File: config.mk
export PLATFORM = sky130hd
export DESIGN_NAME = cordic_periph_ctrl_flat
export DESIGN_NICKNAME = d
export VERILOG_FILES = /design/src/rtl/cordic_periph_ctrl_if.sv /design/src/rtl/cordic_periph_ctrl.sv /design/src/flat_wrapper.sv
export SDC_FILE = /design/constraint.sdc
export NUM_CORES = 1
export LEC_CHECK = 0
export ABC_AREA = 1
export CAP_MARGIN = 10
export CORE_MARGIN = 5
export CORE_UTILIZATION = 46
export CTS_BUF_LIST = sky130_fd_sc_hd__clkbuf_8
export DETAILED_ROUTE_END_ITERATION = 8
export MAX_ROUTING_LAYER = met4
export PLACE_DENSITY = 0.87
export SKIP_CTS_REPAIR_TIMING = 1
export SYNTH_ARGS = -nofsm -noshare
export SYNTH_HDL_FRONTEND = slang
export SYNTH_SLANG_ARGS = --single-unit
File: constraint.sdc
create_clock -name clk -period 2.8 [get_ports clk]
set_input_delay 0.56 -clock clk [delete_from_list [all_inputs] [get_ports clk]]
set_output_delay 0.56 -clock clk [all_outputs]
set_load 0.02 [all_outputs]
File: src/rtl/cordic_periph_ctrl_if.sv
// TinyQV peripheral bus bundle for the CORDIC front-end.
// master = CPU side, slave = peripheral side.
interface cordic_periph_ctrl_if;
    logic [5:0]  address;
    logic [31:0] data_in;
    logic [1:0]  data_write_n;
    logic [1:0]  data_read_n;
    logic [31:0] data_out;
    logic        data_ready;

    modport master (
        output address, data_in, data_write_n, data_read_n,
        input  data_out, data_ready
    );

    modport slave (
        input  address, data_in, data_write_n, data_read_n,
        output data_out, data_ready
    );
endinterface

File: src/rtl/cordic_periph_ctrl.sv
// TinyQV register front-end and start/wait/timeout sequencer for the CORDIC engine.
// Define CORDIC_IRQ_EN to store CTRL.IRQ_EN and drive user_interrupt from DONE.
module cordic_periph_ctrl #(
    parameter int          TIMEOUT_CYCLES = 64,
    parameter logic [31:0] NAN_RESULT     = 32'h7FC00000
) (
    input  logic                 clk,
    input  logic                 reset,
    cordic_periph_ctrl_if.slave  bus,
    output logic                 user_interrupt,
    output logic [31:0]          eng_dataa,
    output logic                 eng_cos,
    output logic                 eng_start,
    output logic                 eng_clk_en,
    output logic                 eng_reset,
    input  logic                 eng_done,
    input  logic [31:0]          eng_result,
    input  logic                 eng_invalid
);
    localparam int CW = $clog2(TIMEOUT_CYCLES + 1);

    typedef enum logic [1:0] {
        S_IDLE  = 2'd0,
        S_START = 2'd1,
        S_WAIT  = 2'd2
    } state_t;

    state_t state, state_n;

    logic [CW-1:0] cnt;
    logic [31:0]   operand;
    logic [31:0]   result;
    logic          cos, done, invalid, timeout, overrun, irq_en, busy;
    logic          wr, rd_res, wr_op, wr_ctrl;
    logic          srst, clr, start_req, launch;
    logic          timeout_hit, done_hit;

    assign wr      = bus.data_write_n == 2'b10;
    assign wr_op   = wr && bus.address == 6'h00;
    assign wr_ctrl = wr && bus.address == 6'h04;
    assign rd_res  = bus.data_read_n != 2'b11 && bus.address == 6'h0C;

    // SRST takes priority over a START carried in the same write
    assign srst      = wr_ctrl && bus.data_in[3];
    assign clr       = wr_ctrl && bus.data_in[2];
    assign start_req = wr_ctrl && bus.data_in[0] && !srst;
    assign launch    = start_req && !busy && !eng_invalid;

    assign timeout_hit = state == S_WAIT && !eng_done &&
                         cnt == CW'(TIMEOUT_CYCLES - 1);
    assign done_hit    = state == S_WAIT && eng_done && !srst;

    always_ff @(posedge clk or posedge reset) begin
        if (reset) state <= S_IDLE;
        else       state <= state_n;
    end

    always_comb begin
        state_n = state;
        unique case (state)
            S_IDLE:  if (launch) state_n = S_START;
            S_START: state_n = S_WAIT;
            S_WAIT:  if (eng_done || timeout_hit) state_n = S_IDLE;
            default: state_n = S_IDLE;
        endcase
        if (srst) state_n = S_IDLE;
    end

    always_comb begin
        busy      = state != S_IDLE;
        eng_start = state == S_START;
    end

    // later assignments win: read/CLR clear first, then START, then engine events, SRST last
    always_ff @(posedge clk or posedge reset) begin
        if (reset) begin
            cnt       <= '0;
            operand   <= '0;
            result    <= '0;
            cos       <= 1'b0;
            done      <= 1'b0;
            invalid   <= 1'b0;
            timeout   <= 1'b0;
            overrun   <= 1'b0;
            eng_reset <= 1'b0;
        end else begin
            eng_reset <= srst || timeout_hit;
            if (state == S_START)     cnt <= '0;
            else if (state == S_WAIT) cnt <= cnt + CW'(1);
            if (wr_op) begin
                if (busy) overrun <= 1'b1;
                else      operand <= bus.data_in;
            end
            if (rd_res) done <= 1'b0;
            if (clr) begin
                done    <= 1'b0;
                invalid <= 1'b0;
                timeout <= 1'b0;
                overrun <= 1'b0;
            end
            if (start_req) begin
                if (busy) begin
                    overrun <= 1'b1;
                end else begin
                    cos     <= bus.data_in[1];
                    done    <= eng_invalid;
                    invalid <= eng_invalid;
                    timeout <= 1'b0;
                    if (eng_invalid) result <= NAN_RESULT;
                end
            end
            if (timeout_hit) timeout <= 1'b1;
            if (done_hit) begin
                result <= eng_result;
                done   <= 1'b1;
            end
            if (srst) begin
                done    <= 1'b0;
                invalid <= 1'b0;
                timeout <= 1'b0;
                overrun <= 1'b0;
            end
        end
    end

`ifdef CORDIC_IRQ_EN
    always_ff @(posedge clk or posedge reset) begin
        if (reset)        irq_en <= 1'b0;
        else if (wr_ctrl) irq_en <= bus.data_in[4];
    end
    assign user_interrupt = done & irq_en;
`else
    assign irq_en         = 1'b0;
    assign user_interrupt = 1'b0;
`endif

    assign eng_dataa      = operand;
    assign eng_cos        = cos;
    assign eng_clk_en     = 1'b1;
    assign bus.data_ready = 1'b1;

    always_comb begin
        unique case (bus.address)
            6'h00:   bus.data_out = operand;
            6'h04:   bus.data_out = {27'b0, irq_en, 2'b00, cos, 1'b0};
            6'h08:   bus.data_out = {27'b0, overrun, timeout,
                                     invalid, done, busy};
            6'h0C:   bus.data_out = result;
            default: bus.data_out = '0;
        endcase
    end
endmodule

File: src/flat_wrapper.sv
// flat-port wrapper written by rule: the top's interface ports become plain ports
module cordic_periph_ctrl_flat 
#(
    parameter int          TIMEOUT_CYCLES = 64,
    parameter logic [31:0] NAN_RESULT     = 32'h7FC00000
)
  (clk, reset, user_interrupt, eng_dataa, eng_cos, eng_start, eng_clk_en, eng_reset, eng_done, eng_result, eng_invalid, bus_address, bus_data_in, bus_data_write_n, bus_data_read_n, bus_data_out, bus_data_ready);
  cordic_periph_ctrl_if bus_i ();
  input  logic clk;
  input  logic reset;
  output logic user_interrupt;
  output logic [31:0] eng_dataa;
  output logic eng_cos;
  output logic eng_start;
  output logic eng_clk_en;
  output logic eng_reset;
  input  logic eng_done;
  input  logic [31:0] eng_result;
  input  logic eng_invalid;
  input wire logic [$bits(bus_i.address)-1:0] bus_address;
  input wire logic [$bits(bus_i.data_in)-1:0] bus_data_in;
  input wire logic [$bits(bus_i.data_write_n)-1:0] bus_data_write_n;
  input wire logic [$bits(bus_i.data_read_n)-1:0] bus_data_read_n;
  output wire logic [$bits(bus_i.data_out)-1:0] bus_data_out;
  output wire logic [$bits(bus_i.data_ready)-1:0] bus_data_ready;
  assign bus_i.address = bus_address;
  assign bus_i.data_in = bus_data_in;
  assign bus_i.data_write_n = bus_data_write_n;
  assign bus_i.data_read_n = bus_data_read_n;
  assign bus_data_out = bus_i.data_out;
  assign bus_data_ready = bus_i.data_ready;
  cordic_periph_ctrl #(.TIMEOUT_CYCLES(TIMEOUT_CYCLES), .NAN_RESULT(NAN_RESULT)) u_core (.clk(clk), .reset(reset), .bus(bus_i), .user_interrupt(user_interrupt), .eng_dataa(eng_dataa), .eng_cos(eng_cos), .eng_start(eng_start), .eng_clk_en(eng_clk_en), .eng_reset(eng_reset), .eng_done(eng_done), .eng_result(eng_result), .eng_invalid(eng_invalid));
endmodule
Yosys cells after proc, flatten, opt, wreduce, memory -nomap -nowiden
Cells that the tools add are included.
{"block": "word_totals", "out_inout_bits": 70, "reg_bits": 79, "wordCells": 84, "input_bits": 78}
{"block": "op_classes", "reduce_logical": 29, "eq_ne": 11, "bitwise": 1, "add_sub_neg": 1, "mux": 32}
{"cell": "32-bit 2-to-1 mux", "count": 4}
{"cell": "32-bit case mux with 4 select lines", "count": 1}
{"cell": "1-bit 2-to-1 mux", "count": 21}
{"cell": "7-bit 2-to-1 mux", "count": 2}
{"cell": "1-bit logical AND", "count": 13}
{"cell": "6-bit by 4-bit equality test with 1-bit output, second input constant", "count": 2}
{"cell": "2-bit nonzero test", "count": 4}
{"cell": "7-bit by 1-bit adder with 7-bit output, second input constant", "count": 1}
{"cell": "7-bit by 6-bit equality test with 1-bit output, second input constant", "count": 1}
{"cell": "6-bit by 3-bit equality test with 1-bit output, second input constant", "count": 1}
{"cell": "6-bit zero test", "count": 1}
{"cell": "2-bit 2-to-1 mux", "count": 3}
{"cell": "2-bit case mux with 3 select lines", "count": 1}
{"cell": "2-bit AND reduction", "count": 3}
{"cell": "2-bit equality test, second input constant", "count": 2}
{"cell": "1-bit zero test", "count": 4}
{"cell": "2-bit != test, second input constant", "count": 2}
{"cell": "3-bit by 1-bit != test with 1-bit output, second input constant", "count": 1}
{"cell": "3-bit by 2-bit != test with 1-bit output, second input constant", "count": 1}
{"cell": "3-bit AND reduction", "count": 1}
{"cell": "2-bit by 1-bit equality test with 1-bit output, second input constant", "count": 1}
{"cell": "2-bit zero test", "count": 1}
{"cell": "1-bit logical OR", "count": 2}
{"cell": "1-bit inverter", "count": 1}

Logic depth before layout (Yosys ltp)
{"block": "logic_depth", "word_depth": 10, "mapped_depth": 10, "depth_no_buf": 9}

Worst setup path after synthesis
No wires, ideal clock.
{"block": "synth_timing", "kind": "input to output", "from": "input port bus_address[5]", "to": "output port bus_data_out[22]", "path_buffers": 1, "slack_ns": 0.471, "t_arrival_ns": 1.769, "required_time_ns": 2.240, "stages": 6, "path_cell_list": "nor2_2 nand2_1 nor3_4 inv_1 clkbuf_1 o21ai_0"}
{"block": "synth_between", "elab_chain_cells": 2, "word_cells_on_any_way": 5}
{"element": "from (decl)", "line_no": "flat_wrapper.sv:20", "source": "input wire logic [$bits(bus_i.address)-1:0] bus_address;"}
{"element": "6-bit by 4-bit equality test with 1-bit output, or another cell as far along", "line_no": "cordic_periph_ctrl.sv:143", "source": "unique case (bus.address)"}
{"element": "32-bit case mux with 4 select lines (*)", "line_no": "cordic_periph_ctrl.sv:143"}
{"element": "to (decl)", "line_no": "flat_wrapper.sv:24", "source": "output wire logic [$bits(bus_i.data_out)-1:0] bus_data_out;"}
Every way passes the cells marked *; elsewhere a longest branch is shown, timed or not.

Worst setup path in the final report
{"block": "layout_timing", "from": "input port bus_address[2]", "to": "output port bus_data_out[7]"}
Same word-level chain as after synthesis.

==> flow_metrics.env <==
export IMPL_status="finished, final reports clean"
export IMPL_coreArea_um2=8299
export IMPL_hold_path_class="flop to flop"
export IMPL_antenna_found_initial=0
export IMPL_final_cells=738
export IMPL_leakage_nw=3.395
export IMPL_grt_first_pass_wirelength_um=17820
export IMPL_synth_xor_area_share=0.002219
export IMPL_hpwl_um=8539
export IMPL_clock_latency_ns=0.34
export IMPL_routed_wirelength_um=11230
export IMPL_diodes=0
export IMPL_worstPathMaxFanout=19
export IMPL_synth_area_um2=3946
export IMPL_crit_required_ns=2.24
export IMPL_grt_pass1_vias=3618
export IMPL_path_clk_slew_ns=0.08
export IMPL_place_worst_setup_slack_ns=-0.2510
export IMPL_cts_tree="yes"
export IMPL_cts_buffers_inserted=9
export IMPL_finalHoldViolCount=0
export IMPL_post_dp_cell_area_um2=5560
export IMPL_maxCapViolations=0
export IMPL_dr_pass1_iters=5
export IMPL_fp_dieArea_um2=10530
export IMPL_gr_usage_all_layers=0.2205
export IMPL_worstSetupStartpointType="input port"
export IMPL_viasPerCell=5.081
export IMPL_ys_flop_type="dfrtp_1"
export IMPL_grt_start_max_net_pins=80
export IMPL_htreeDepth=3
export IMPL_portBuffers=144
export IMPL_rsz0062_at_grt="no"
export IMPL_finClkSkew_ns=0.009303
export IMPL_synth_top_family_by_area="simple AND/OR/NAND/NOR gates"
export IMPL_synth_compound_area_frac=0.1338
export IMPL_grt_overflow=0
export IMPL_initial_core_util=0.4755
export IMPL_synth_edff_count=0
export IMPL_fmax_ghz=0.3734
export IMPL_ys_seq_elements=79
export IMPL_cts_root_buf="clkbuf_8"
export IMPL_nets=712
export IMPL_slowest_stage="clkdlybuf4s50_1"
export IMPL_areaGrowthSynthToFinish_pct=49.37
export IMPL_synthSimpleGateAreaFrac=0.2343
export IMPL_drive_gt1_frac=0.1153
export IMPL_place_gp_congestion=0.9108
export IMPL_yosysWarnings=0
export IMPL_drc_errors=0
export IMPL_async_flop_share=1.000
export IMPL_die_h_um=102.6
export IMPL_std_cell_rows=33
export IMPL_clk_path_buf_depth=2
export IMPL_holdWs_ns=0.5042
export IMPL_crit_type="input port to primary output"
export IMPL_synth_cells=478
export IMPL_synthAdderAreaFrac=0.01902
export IMPL_max_vdd_ir_drop_uv=475.0
export IMPL_vias=3750
export IMPL_worstPathArrival_ns=2.12
export IMPL_dpl_cell_count=722
export IMPL_ant_nets=0
export IMPL_synth_avg_cell_area_um2=8.256
export IMPL_crit_family="buffers and inverters"
export IMPL_cts_sinks=79
export IMPL_cp_num_buf_inv=4
export IMPL_io_pins=148
export IMPL_utilization=0.7102
export IMPL_die_w_um=102.6
export IMPL_slew_violations=0
export IMPL_critPathCaptureType="primary output"
export IMPL_power_density_nw_per_um2=658.5
export IMPL_period_share=0.9565
export IMPL_finalCriticalPeriod_ns=2.678
export IMPL_max_stage_delay_ns=0.57
export IMPL_synth_distinct_cells=32
export IMPL_worst_slack_ns=0.1217
export IMPL_crit_chain="clkdlybuf4s50_1 > nand2_1 > inv_1 > nand3_1 > buf_4 > o21ai_0 > dlymetal6s2s_1"
export IMPL_setup_viol=0
export IMPL_drtIter0Drc=194
export IMPL_finalInstanceArea_um2=5894
export IMPL_ys_seq_area_frac=0.5010
export IMPL_synth_area_mux_share=0
export IMPL_wl_per_cell_um=15.22
export IMPL_power_mw=3.882
export IMPL_fin_setup_tns_ns=0
[placed cells by master (no fill, tap or decap), drive strengths merged, types with 10 or more instances in the layout]
cell / n
a21oi: 26
inv: 81
dlymetal6s2s: 32
nand3: 24
clkbuf: 10
nor2: 66
nand2: 100
o22ai: 11
dfrtp: 79
clkdlybuf4s50: 112
o21ai: 50
buf: 15
[per-layer routing]
layer / track usage / vias up / part of all wire
met5: - / - / 0
met4: 0.06155 / 0 / 0.019
met3: 0.03180 / 19 / 0.079
met2: 0.3709 / 147 / 0.50
met1: 0.2786 / 1787 / 0.40
li1: - / 1797 / -
[final timing paths]
kind | startpoint | to | slack [ns] | depth (start not counted)
max | bus_address[2] | bus_data_out[7] | 0.12 | 7
min | u_core.result[27] | u_core.result[27] | 0.50 | 2
max reg2reg | u_core.state[0] | u_core.cnt[5] | 1.05 | 7
min reg2reg | u_core.result[27] | u_core.result[27] | 0.50 | 2
max in group asynchronous | reset | u_core.result[2] | 1.83 | 3
min in group asynchronous | reset | u_core.eng_dataa[19] | 0.63 | 3
[synth_stat cells (2+ instances only)]
cell type,count,share of area
nand2_1,97,0.092
dfrtp_1,79,0.50
inv_1,77,0.073
nor2_1,46,0.044
o21ai_0,27,0.034
a21oi_1,26,0.033
nand3_1,22,0.028
nor2_2,19,0.030
o21ai_1,12,0.015
o21ai_2,11,0.024
o22ai_1,11,0.017
clkbuf_1,9,0.0086
buf_2,6,0.0076
ha_1,6,0.019
buf_4,4,0.0076
a22oi_1,3,0.0057
inv_2,3,0.0029
nand4_1,3,0.0048
conb_1,2,0.0019
nand2_8,2,0.010
nand3_2,2,0.0051
[worst reg2reg max path, delay by kind of cell, from the launching register on]
| kind | cells | cell delay [ns] |
|---|---|---|
| fa+ha+maj | 1 | 0.49 |
| buf+inv | 1 | 0.10 |
| compound gates | 1 | 0.13 |
| simple gates | 4 | 0.57 |
| flops | 1 | 0.40 |
[state kept, by name, indices dropped and copies added (netlist names)]
register and cells:
u_core.eng_dataa 32, u_core.result 32, u_core.cnt 7, u_core.state 2, u_core.done 1, u_core.eng_cos 1
u_core.eng_reset 1, u_core.invalid 1, u_core.overrun 1, u_core.timeout 1
[kinds of logic after synthesis]
kind of cell	count (synthesis)
simple gates	197
fa+ha+maj	6
compound gates	92
buf+inv	101
flops	79
other cells	2
xor+xnor	1
[power by group]
part	total (mW)	internal, mW	leakage (nW)	switching [mW]
Combinational	1.20	0.513	2.35	0.686
Sequential	1.64	1.46	0.922	0.177
Clock	1.05	0.623	0.127	0.422
[cell type report]
cell class / count / area [um2]
Clock buffer: 10 / 137.6
Tap cell: 105 / 131.4
Timing Repair Buffer: 159 / 1684
Clock inverter: 6 / 116.4
Inverter: 80 / 300.3
Sequential cell: 79 / 1977
Multi-Input combinational cell: 299 / 1548
Fill cell: 610 / 2405
Power figures use the tool's default switching activity.
==> patch 1, RTL diff (same flow settings) <==
Encoding of `state_t`: now one-hot (3 bits for 3 states).
--- a/src/rtl/cordic_periph_ctrl.sv
+++ b/src/rtl/cordic_periph_ctrl.sv
@@ -21,6 +21,6 @@
 
-    typedef enum logic [1:0] {
-        S_IDLE  = 2'd0,
-        S_START = 2'd1,
-        S_WAIT  = 2'd2
+    typedef enum logic [2:0] {
+        S_IDLE  = 3'b001,
+        S_START = 3'b010,
+        S_WAIT  = 3'b100
     } state_t;
Behaviour: same outputs for any inputs over 4 cycles, from zero or initial values and one cycle with reset high; so few cycles prove little.
==> patch 1 against the original RTL <==
- sequential cell count up 1
- first-iteration DRC count up 4.1%
- hold slack worse by 8.5 ps
- critical path type unchanged
- setup slack better by 51 ps
- register-to-register slack worse by 210 ps
- largest cell class unchanged
- wire length up 2.4%
- cell area down 2.5%
- count of clock-buffer cells in the layout down 1
- area after synthesis down 3.8%
- synthesized cell count down 8.4%
Power is not compared: it rests on default switching activity, and its combinational part moved more than twofold at a synthesized area within 25%.
==> patch 1: results (changes against the original RTL) <==
| Metric | Value |
|---|---|
| Status | `completed` |
| HPWL after detailed placement | `8451 um (-1.0%)` |
| Proportion of total power due to net switching | `between 20% and 30%` |
| Number of nets at the end of the flow | `669 (-6.0%)` |
| Cell types with the highest counts after synthesis | `sky130_fd_sc_hd__dfrtp_1, sky130_fd_sc_hd__inv_1, sky130_fd_sc_hd__nand2_1` |
| Num CTS Buffers | `9 (unchanged)` |
| Vias after detailed routing | `3652 (-2.6%)` |
| Largest net degree at the start of global routing | `40 (-50%)` |
| Measured slew at the worst slew-check pin | `525.0 ps` |
| Layout cell share with drive strength beyond 1 | `10.76% (-0.78 points)` |
| Final wirelength | `11510 um (+2.4%)` |
| Reg2Reg Launch Point | `u_core.state[0]` |
| Count of warnings emitted by yosys | `0 (unchanged)` |
| Number of unique standard cell types used by synthesis | `36 (+13%)` |
| Worst hold path class | `reg -> reg` |
| Number of buffers on the longest clock path | `2 (unchanged)` |
| Master cell of the clock root buffer | `sky130_fd_sc_hd__clkbuf_8` |
| Sequential area share after synthesis | `52.75% (+2.7 points)` |
| Maximum fanout along the worst path | `5 (-14)` |
| Static leakage | `around 3.3 nW` |
| Area of placed instances | `5433 um2 (-2.3%)` |
| Worst Setup SP | `bus_address[4]` |
| Cells after Synth | `438 (-8.4%)` |
| Final weighted congestion of routability-driven global placement | `0.8599 (-5.6%)` |
| Number of global-route vias before repair | `3770 (+4.2%)` |
| Arrival time at the worst endpoint | `2070 ps (-50 ps)` |
| Clock-pin slew of the registers on the worst-case setup and hold paths | `about 70 ps` |
| Clock latency reported for the late side of the worst-skew pair | `around 350 ps` |
| Top FF cell, synth | `sky130_fd_sc_hd__dfrtp_1` |
| Fraction of registers with async set/reset | `100.0% (unchanged)` |
| R2R depth | `6 (-1)` |
| Number of instances on the worst hold path | `2 (unchanged)` |
| Top area cells in the synthesized netlist | `sky130_fd_sc_hd__dfrtp_1, sky130_fd_sc_hd__inv_1, sky130_fd_sc_hd__nand2_1` |
| Count of input and output buffers | `144 (unchanged)` |
| Source of the worst hold timing path | `u_core.result[2]` |
| Placed Cells incl. Taps | `684 (-5.3%)` |
| Detailed Route Iter0 Violations | `202 (+4.1%)` |
| IR drop worst, VDD | `~0.28 mV` |
| Number of antenna violations at the first check in global routing | `0 (unchanged)` |
| Combined global-route utilization of all metal layers | `23.36% (+1.3 points)` |
| Total of fill cells in the finished design | `588 (-3.6%)` |
| Number of iterations in the first detailed-routing pass | `5 (unchanged)` |
| Post-Route Skew | `7.781 ps (-1.522 ps)` |
| Count of H-tree levels built during CTS | `3 (unchanged)` |
| Post-DR vias/cell | `5.217 (+2.7%)` |
| Place WS | `-197.5 ps (+53.51 ps)` |
| First-pass GRT wire length | `18250 um (+2.4%)` |
| Antenna Diode Count | `0 (unchanged)` |
patch 1: cell count changes after synthesis, sizes merged, moves of 9 or more:
cell / change
a21oi: +12
nand3: +12
o21ai: -11
mux2: +9
nor2: -22
nand2: -44
patch 1: layout make-up:
class | count | area (um2) | area share [%]
clock buffers | 9 | 123.9 | 2.155
clock inverters | 7 | 112.6 | 1.959
inverters | 75 | 285.3 | 4.962
multi-input cells | 262 | 1399 | 24.33
flip-flops and latches | 80 | 2003 | 34.84
well taps | 105 | 131.4 | 2.285
repair buffers | 162 | 1694 | 29.47
patch 1: cell families after synthesis:
kind of cell / Yosys count / share of synthesized area (%)
simple gates: 148 / 18.22
buf+inv: 97 / 10.51
other cells: 2 / 0.1978
fa+ha+maj: 1 / 0.3294
mux: 9 / 2.669
flops: 80 / 52.75
compound gates: 101 / 15.32
patch 1: final timing paths:
path / end / slack, ps
worst max-delay path: bus_data_out[1] / 170
worst min-delay path: u_core.result[2] / 500
worst max register to register: u_core.eng_dataa[24] / 840
worst min register to register: u_core.result[2] / 500
max in group asynchronous: u_core.state[0] / 1590
min in group asynchronous: u_core.eng_dataa[16] / 560
patch 1: per-stage QoR:
| step | util [%] | TNS (ps) |
|---|---|---|
| 5_1_grt | 70.68 | 0 |
| 2_1_floorplan | - | 0 |
| 4_1_cts | 69.70 | -4967 |
| 3_5_place_dp | 66.79 | -4867 |
| 6_report | 70.68 | 0 |
| 3_3_place_gp | 66.79 | -3065 |
patch 1: power groups by stage:
| stage | combinational (mW) | sequential, mW | clock [mW] |
|---|---|---|---|
| floorplan | 0.185 | 1.39 | 0 |
| global placement | 0.506 | 1.34 | 0 |
| detailed placement | 0.522 | 1.34 | 0 |
| CTS | 0.524 | 1.32 | 1.02 |
| global route | 0.567 | 1.33 | 1.07 |
| finish | 0.520 | 1.32 | 1.01 |
patch 1: routing by layer:
layer / track usage (%) / vias to the layer above / share of wire, %
li1: - / 1720 / -
met1: 30.72 / 1737 / 42
met2: 37.47 / 171 / 49
met3: 2.976 / 24 / 6.8
met4: 7.979 / 0 / 2.3
met5: - / - / 0
patch 1: worst max-delay path: stages:
cell                              delay, ps
sky130_fd_sc_hd__clkdlybuf4s50_1        510
sky130_fd_sc_hd__nor2_2                  60
sky130_fd_sc_hd__buf_4                  140
sky130_fd_sc_hd__nand3_2                100
sky130_fd_sc_hd__inv_1                   60
sky130_fd_sc_hd__buf_4                  150
sky130_fd_sc_hd__a22oi_1                170
sky130_fd_sc_hd__nand2_1                 90
sky130_fd_sc_hd__dlymetal6s2s_1         220
==> patch 2, RTL diff (config.mk and constraints unchanged) <==
Without the edit above. `TIMEOUT_CYCLES` is set to 64 in 2 places; all go to 32.
--- a/src/rtl/cordic_periph_ctrl.sv
+++ b/src/rtl/cordic_periph_ctrl.sv
@@ -3,3 +3,3 @@
 module cordic_periph_ctrl #(
-    parameter int          TIMEOUT_CYCLES = 64,
+    parameter int          TIMEOUT_CYCLES = 32,
     parameter logic [31:0] NAN_RESULT     = 32'h7FC00000
--- a/src/flat_wrapper.sv
+++ b/src/flat_wrapper.sv
@@ -3,3 +3,3 @@
 #(
-    parameter int          TIMEOUT_CYCLES = 64,
+    parameter int          TIMEOUT_CYCLES = 32,
     parameter logic [31:0] NAN_RESULT     = 32'h7FC00000
Function: same outputs for any inputs over 4 cycles, from zero or initial values and one cycle with reset high; that may be too few to reach the edited logic, so the function may still have changed.
==> patch 2 against the original RTL <==
- via count is 4.2% lower
- global-route usage is 0.071 points higher
- area after synthesis is 5.4% lower
- highest routed layer unchanged
- total power is 9.2% lower
- sequential cell count is 1 lower
- wire length is 2.4% lower
- setup slack worse by 63 ps
- non-clock buffer count is 5 higher
- cell area is 4.9% lower
==> patch 2: results (changes against the original RTL) <==
| Metric | Value |
|---|---|
| Status | `completed` |
| Top area cells in the synthesized netlist | `sky130_fd_sc_hd__dfrtp_1, sky130_fd_sc_hd__inv_1, sky130_fd_sc_hd__nand2_1` |
| Sequential area share after synthesis | `52.30% (+2.2 points)` |
| ClkCell Share | `3.595% (-0.71 points)` |
| Area of combinational cells with multiple inputs | `1344 um2 (-13%)` |
| HPWL after detailed placement | `8206 um (-3.9%)` |
| Post-Route Skew | `6.555 ps (-2.748 ps)` |
| Post-layout utilization of the core | `71.78% (+0.76 points)` |
| Maximum cell stage delay along the critical path | `510 ps (-60 ps)` |
| Final wirelength | `10960 um (-2.4%)` |
| Multi-input combinational gate total | `263 (-12%)` |
| R2R depth | `8 (+1)` |
| Final weighted congestion of routability-driven global placement | `0.8655 (-5.0%)` |
| Compound-gate portion of the synthesized area | `15.45% (+2.1 points)` |
| Met3 global-route usage | `3.614% (+0.43 points)` |
| Count of non-CTS inverters in the layout | `84 (+5.0%)` |
| Clock buffers | `11 (+1)` |
| Number of instances on the worst hold path | `1 (-1)` |
| Synthesized area per cell | `8.350 um2 (+1.1%)` |
| Maximum fanout along the worst path | `9 (-10)` |
| Xor and xnor fraction of the mapped netlist area | `0.2347% (+0.013 points)` |
| Detailed Route Iter0 Violations | `167 (-14%)` |
| IR drop worst, VDD | `0.4308 mV (-9.3%)` |
| Cell types with the highest counts after synthesis | `sky130_fd_sc_hd__inv_1, sky130_fd_sc_hd__dfrtp_1, sky130_fd_sc_hd__nand2_1` |
| Non-clock buffer contribution to total cell area | `29.58% (+1.0 points)` |
| Place WS | `-353.7 ps (-102.7 ps)` |
| Comb. pwr | `1.09 mW (-9%)` |
| Number of iterations in the first detailed-routing pass | `4 (-1)` |
| Placed Cells incl. Taps | `689 (-4.6%)` |
| Adder and majority gate portion of the synthesized area | `2.011% (+0.11 points)` |
| Non-clk bufs | `164 (+3.1%)` |
| Layout cell share with drive strength beyond 1 | `9.917% (-1.6 points)` |
| Static leakage | `3.179 nW (-6.4%)` |
[patch 2: kinds of logic (layout without fill, tap and decap cells)]
family / Yosys count / count (layout)
AND/OR/NAND/NOR: 147 / 147
buffers and inverters: 107 / 264
AO/OA/AOI/OAI: 105 / 105
flip-flops: 78 / 78
adder cells (fa/ha/maj): 6 / 6
other: 2 / 3
XOR/XNOR: 1 / 1
multiplexers: 1 / 1
[patch 2: metal layers]
layer | up-vias | share of wire, % | routed length [um]
li1 | 1714 | - | -
met1 | 1709 | 39 | 4313
met2 | 149 | 51 | 5579
met3 | 22 | 7.4 | 809
met4 | 0 | 2.3 | 257
met5 | - | 0 | 0
[patch 2: worst paths after layout]
path	from	end	slack [ps]
min in group asynchronous	reset	u_core.result[10]	530
hold / removal	u_core.cnt[0]	u_core.cnt[0]	520
setup reg to reg	u_core.state[1]	u_core.result[31]	1030
setup / recovery	bus_address[0]	bus_data_out[4]	60
hold reg to reg	u_core.cnt[0]	u_core.cnt[0]	520
max in group asynchronous	reset	u_core.result[9]	1700
